`config.mk`:
```
export PLATFORM = sky130hd
export DESIGN_NAME = universal_register
export DESIGN_NICKNAME = d
export VERILOG_FILES = /design/src/rtl/universal_register.sv
export SDC_FILE = /design/constraint.sdc
export NUM_CORES = 1
export LEC_CHECK = 0
export CAP_MARGIN = 10
export CORE_MARGIN = 2
export CORE_UTILIZATION = 51
export CTS_BUF_LIST = sky130_fd_sc_hd__clkbuf_4
export CTS_CLUSTER_SIZE = 30
export DETAILED_ROUTE_END_ITERATION = 16
export PLACE_DENSITY_LB_ADDON = 0.15
export SLEW_MARGIN = 20
export SYNTH_ARGS = -nofsm -noshare
export SYNTH_HDL_FRONTEND = slang
export SYNTH_SLANG_ARGS = --single-unit
```
`constraint.sdc`:
```
create_clock -name CLK -period 2.41 [get_ports CLK]
set_input_delay 0.482 -clock CLK [delete_from_list [all_inputs] [get_ports CLK]]
set_output_delay 0.482 -clock CLK [all_outputs]
set_load 0.005 [all_outputs]
```
`src/rtl/universal_register.sv`:
```
// Generic WIDTH-bit datapath register with a mode-selected next state
// (hold/load/shift/rotate/count), serial in/out, a wrap pulse and a terminal count.
module universal_register #(
    parameter int               WIDTH     = 8,
    parameter logic [WIDTH-1:0] RESET_VAL = {WIDTH{1'b0}}
) (
    input  logic             CLK,
    input  logic             RST,
    input  logic             Clr,
    input  logic             Ce,
    input  logic [2:0]       Mode,
    input  logic [WIDTH-1:0] Din,
    input  logic             SinL,
    input  logic             SinR,
    output logic [WIDTH-1:0] Q,
    output logic             Sout,
    output logic             Wrap,
    output logic             Tc
);

    localparam logic [2:0] MODE_HOLD = 3'b000;
    localparam logic [2:0] MODE_LOAD = 3'b001;
    localparam logic [2:0] MODE_SHL  = 3'b010;
    localparam logic [2:0] MODE_SHR  = 3'b011;
    localparam logic [2:0] MODE_ROL  = 3'b100;
    localparam logic [2:0] MODE_ROR  = 3'b101;
    localparam logic [2:0] MODE_UP   = 3'b110;
    localparam logic [2:0] MODE_DOWN = 3'b111;

    localparam logic [WIDTH-1:0] ONE_VAL  = {{(WIDTH-1){1'b0}}, 1'b1};
    localparam logic [WIDTH-1:0] ZERO_VAL = {WIDTH{1'b0}};
    localparam logic [WIDTH-1:0] ONES_VAL = {WIDTH{1'b1}};

    logic [WIDTH-1:0] q_q, q_d;
    logic             sout_q, sout_d;
    logic             wrap_q, wrap_d;
    logic             tc_s;

    // Next-state function: clear beats enable, enable gates every mode.
    always_comb begin
        q_d    = q_q;
        sout_d = sout_q;
        wrap_d = wrap_q;
        if (Clr) begin
            q_d    = RESET_VAL;
            sout_d = 1'b0;
            wrap_d = 1'b0;
        end else if (Ce) begin
            wrap_d = 1'b0;
            case (Mode)
                MODE_HOLD: q_d = q_q;
                MODE_LOAD: q_d = Din;
                MODE_SHL: begin
                    q_d    = {q_q[WIDTH-2:0], SinR};
                    sout_d = q_q[WIDTH-1];
                end
                MODE_SHR: begin
                    q_d    = {SinL, q_q[WIDTH-1:1]};
                    sout_d = q_q[0];
                end
                MODE_ROL: begin
                    q_d    = {q_q[WIDTH-2:0], q_q[WIDTH-1]};
                    sout_d = q_q[WIDTH-1];
                end
                MODE_ROR: begin
                    q_d    = {q_q[0], q_q[WIDTH-1:1]};
                    sout_d = q_q[0];
                end
                MODE_UP: begin
                    q_d    = q_q + ONE_VAL;
                    wrap_d = (q_q == ONES_VAL);
                end
                MODE_DOWN: begin
                    q_d    = q_q - ONE_VAL;
                    wrap_d = (q_q == ZERO_VAL);
                end
                default: q_d = q_q;
            endcase
        end else begin
            q_d    = q_q;
            sout_d = sout_q;
            wrap_d = wrap_q;
        end
    end

    // State registers with asynchronous active-low reset.
    always_ff @(posedge CLK or negedge RST) begin
        if (!RST) begin
            q_q    <= RESET_VAL;
            sout_q <= 1'b0;
            wrap_q <= 1'b0;
        end else begin
            q_q    <= q_d;
            sout_q <= sout_d;
            wrap_q <= wrap_d;
        end
    end

    // Terminal count looks at the current mode only, deliberately ignoring Ce.
    always_comb begin
        tc_s = 1'b0;
        if (Mode == MODE_UP) begin
            tc_s = (q_q == ONES_VAL);
        end else if (Mode == MODE_DOWN) begin
            tc_s = (q_q == ZERO_VAL);
        end else begin
            tc_s = 1'b0;
        end
    end

    assign Q    = q_q;
    assign Sout = sout_q;
    assign Wrap = wrap_q;
    assign Tc   = tc_s;

endmodule
```
# == Word level (Yosys, flattened, before mapping) ==
# Index checks and enable logic that the tools add are counted.
# totals
regBits,10
input_bits,17
# classes
add_sub_neg,2
reduce_logical,8
n_mux,11
eq_ne,9
# ops
op,n
$pmux W8 S7,1
$mux W8,2
$eq A3 B3 Y1 const B,4
$add A8 B1 Y8 const B,1
$eq A8 B8 Y1 const B,1
$logic_not A8 Y1,1
$sub A8 B1 Y8 const B,1
$eq A3 B2 Y1 const B,2
$mux W1,6
$pmux W1 S2,2
$reduce_and A2 Y1,2
$reduce_or A2 Y1,2
$eq A3 B1 Y1 const B,1
$logic_not A3 Y1,1
$reduce_bool A3 Y1,1
$ne A2 B2 Y1 const B,1
$reduce_bool A2 Y1,1

# == Logic depth before layout (Yosys ltp) ==
# logic_depth
ltp_word,5
mapped_depth,9
ltp_nobuf,8

# == Least setup slack after synthesis ==
# Ideal clock, no wire load.
# synth_timing
kind,input -> register
from,in Mode[0]
to,reg q_q[6] (netlist: Q[6])
setup_slack_ns,0.262
stages,8
arrival_ns,2.011
path_cell_list,buf_2 nand3_4 xnor2_1 ha_1 or3_2 o211a_1 nor3_1 o22ai_1
# synth_between
elab_chain_cells,4
# synth_lines
item,line,rtl
from (decl),11,"input logic [2:0] Mode,"
"$eq A3 B3 Y1, or another cell as far along",50,case (Mode)
$pmux W8 S7,50,
$mux W8,48,end else if (Ce) begin
$mux W8,44,if (Clr) begin
to (signal assigned),93,q_q <= q_d;
to (decl),34,"logic [WIDTH-1:0] q_q, q_d;"
# Parallel ways exist; a longest one is shown, timed or not. The select of a mux whose other input is x is not followed.
# A chain may end at the register's enable or synchronous reset.

# == Worst setup path after layout ==
# layout_timing
from,reg q_q[4] (netlist: Q[4])
to,out Tc
# layout_between
elab_chain_cells,3
# layout_lines
item,line,rtl
$logic_not A8 Y1,105,tc_s = (q_q == ZERO_VAL);
$mux W1,104,end else if (Mode == MODE_DOWN) begin
$mux W1 *,102,if (Mode == MODE_UP) begin
to (decl),18,output logic Tc
# Every way passes the cells marked *; elsewhere a longest branch is shown, timed or not.

==> flow_metrics.env <==
export IMPL_final_core_util_pct=71.3
export IMPL_maxSlewHeadroom_pct=66.6
export IMPL_start_util_pct=53.5
export IMPL_grt_max_degree=22
export IMPL_peakVddDrop_uv=209
export IMPL_crit_path_end="Tc"
export IMPL_crit_path_end_kind="output port"
export IMPL_fin_nets=200
export IMPL_crit_arrival_ns=1.73
export IMPL_syn_area_um2=1170
export IMPL_async_reset_ff_share_pct=100
export IMPL_syn_inst=142
export IMPL_synth_edff_count=0
export IMPL_antenna_left=0
export IMPL_coreArea_um2=2190
export IMPL_fillers=174
export IMPL_swShare_pct=36.0
export IMPL_gr_usage_all_layers_pct=28.5
export IMPL_drive_gt1_share_pct=20.0
export IMPL_firstDrtPassIters=4
export IMPL_crit_start="Q[4]$_DFFE_PN0P_"
export IMPL_die_area_um2=2700
export IMPL_crit_required_ns=1.93
export IMPL_dpl_hpwl_um=2460
export IMPL_dp_cells=205
export IMPL_layout_common_cells="23 x clkdlybuf4s50_1, 19 x buf_4, 14 x nor2_1"
export IMPL_pwr_share_seq_pct=33.4
export IMPL_cpMaxStageDelayCell="or4_4"
export IMPL_ios=28
export IMPL_ff2ff_setup_slack_ns=0.49
export IMPL_drv_cap=0
export IMPL_p_leak_nw=0.690
export IMPL_vias=1287
export IMPL_reg2regPathDepth=5
export IMPL_root_buffer="clkbuf_4"
export IMPL_portBuffers=27
export IMPL_net_switching_power_mw=0.211
export IMPL_wirelength_um=3360
export IMPL_drtIter0Drc=52
export IMPL_whs_ns=0.535
export IMPL_rows=17
export IMPL_worst_pin_slew_ns=0.499
export IMPL_cts_sinks=10
export IMPL_via_per_inst=6.19
export IMPL_post_cts_buffers=0
export IMPL_cts_resized=8
export IMPL_wire_per_inst_um=16.1
export IMPL_crit_chain="or2_1, or4_4, o41ai_2, buf_2"
export IMPL_cts_hold_buffers=0
export IMPL_layout_cells_non_filler=208
export IMPL_rsz0062_at_grt="false"
export IMPL_clockBufferDepth=2
export IMPL_cts_tree="yes"
export IMPL_die_h_um=51.9
export IMPL_criticalPathCategory="flop to output port"
export IMPL_multi_input_area_um2=798
export IMPL_synthesis_area_per_instance_um2=8.25
export IMPL_clk_latency_ns=0.28
export IMPL_max_stage_delay_ns=0.44
export IMPL_synth_ff_type="dfrtp_1"
export IMPL_clk_pin_slew_ns=0.07
export IMPL_final_common_cell="clkdlybuf4s50_1"
export IMPL_setup_viol=0
export IMPL_max_freq_mhz=453
export IMPL_dieWidth_um=51.9
export IMPL_powerDensity_nw_per_um2=374
export IMPL_finClkSkew_ns=0.00281
export IMPL_grt_antenna_before_repair=0
export IMPL_start_kind="flop"
export IMPL_antenna_cells=0
export IMPL_synth_seq_cells=10
export IMPL_synth_nets=160
export IMPL_status="finished, final reports clean"
export IMPL_p_int_mw=0.374
export IMPL_maxSlewViolCount=0
export IMPL_r2r_end="Q[7]$_DFFE_PN0P_"
export IMPL_hold_path_class="input pin to asynchronous set/reset pin"
export IMPL_min_period_ns=2.21
export IMPL_r2r_start="Q[2]$_DFFE_PN0P_"
export IMPL_finalHoldViolCount=0
export IMPL_area_growth_pct=33.4
export IMPL_cts_buffers=3
export IMPL_clkPwrFrac_pct=21.4
export IMPL_grt_pass1_vias=1195
export IMPL_cts_htree_levels=1
export IMPL_area_sequential_um2=250
export IMPL_p_comb_share_pct=45.2
export IMPL_gp_routability_congestion=0.879
export IMPL_drc_errors=0
export IMPL_worstPathMaxFanout=3
export IMPL_power_mw=0.584
export IMPL_overflow=0
export IMPL_synth_cell_type_count=52
export IMPL_grt_pass1_wl_um=5700
export IMPL_ys_warn_count=0
export IMPL_seq_area_frac_synth_pct=21.4
export IMPL_finalCritPeriodShare_pct=91.6
[registers in the layout, summed over array words and instances, names as in the netlist]
| register | flops |
|---|---|
| Q | 8 |
| Sout | 1 |
| Wrap | 1 |
[worst min-delay path by stage]
| stage | startpoint | endpoint | slack, ns | cells after the start |
|---|---|---|---|---|
| floorplan | RST | Q[0]$_DFFE_PN0P_ | 0.19 | 0 |
| global placement | Wrap$_DFFE_PN0P_ | Wrap$_DFFE_PN0P_ | 0.54 | 2 |
| detailed placement | Wrap$_DFFE_PN0P_ | Wrap$_DFFE_PN0P_ | 0.56 | 2 |
| CTS | RST | Sout$_DFFE_PN0P_ | 0.56 | 1 |
| global route | RST | Wrap$_DFFE_PN0P_ | 0.58 | 1 |
| finish | RST | Q[3]$_DFFE_PN0P_ | 0.54 | 1 |
[kinds of logic after synthesis]
group / count (synthesis) / share of synthesized area [%]
multiplexers: 14 / 13.4
adder cells (fa/ha/maj): 1 / 1.07
AO/OA/AOI/OAI: 47 / 28.1
AND/OR/NAND/NOR: 47 / 22.0
XOR/XNOR: 4 / 2.99
flip-flops: 10 / 21.4
buffers and inverters: 19 / 11.1
[cell usage after synthesis (2+ instances only)]
cell type,instances,share of area [%]
o211a_1,2,1.7
nand4_1,2,1.1
dfrtp_1,10,21
buf_4,2,1.3
nand3_1,5,2.1
xnor2_1,3,2.2
nor2_1,14,4.5
nor3_1,5,2.1
buf_2,3,1.3
mux2i_1,10,8.5
a31oi_1,3,1.6
a32oi_1,2,1.5
inv_1,5,1.6
o41ai_1,2,1.5
mux2_2,3,2.9
a21oi_1,5,2.1
nand2_1,10,3.2
clkbuf_8,4,4.7
a211oi_1,4,2.6
clkbuf_1,3,0.96
o21ai_0,12,5.1
o211ai_1,3,1.9
[critical path, delay by kind of cell, from the launching register on]
family	cells	cell delay, ns
AOI/OAI and AO/OA	1	0.20
and+or+nand+nor	2	0.71
DFF	1	0.37
buffers and inverters	1	0.16
[cell type report]
class	count	share of cell area, %
clock buffers	3	1.44
inverters	6	1.44
multi-input cells	113	51.1
flip-flops and latches	10	16.0
well taps	28	2.24
repair buffers	48	27.8
[through the flow]
stage,setup slack (ns),setup TNS (ns),instance area (um2)
finish,0.201,0,1560
global route,0.0588,0,1560
CTS,-0.0169,-0.0169,1550
detailed placement,-0.467,-1.39,1530
global placement,-0.452,-1.19,1530
floorplan,0.262,0,1170
[layer usage]
layer	GRT usage (%)	vias to the layer above	wire length [um]
met1	39.4	593	1500
li1	-	618	-
met5	0	-	0
met2	46.2	67	1540
met4	11.0	0	73
met3	1.44	9	239
[power by group through the flow]
stage | clock (mW) | sequential (mW) | combinational, mW
3_5_place_dp | 0 | 0.198 | 0.260
4_1_cts | 0.121 | 0.195 | 0.261
5_1_grt | 0.128 | 0.197 | 0.288
2_1_floorplan | 0 | 0.198 | 0.152
3_3_place_gp | 0 | 0.197 | 0.253
6_report | 0.125 | 0.195 | 0.264
(Power assumes the default switching activity.)
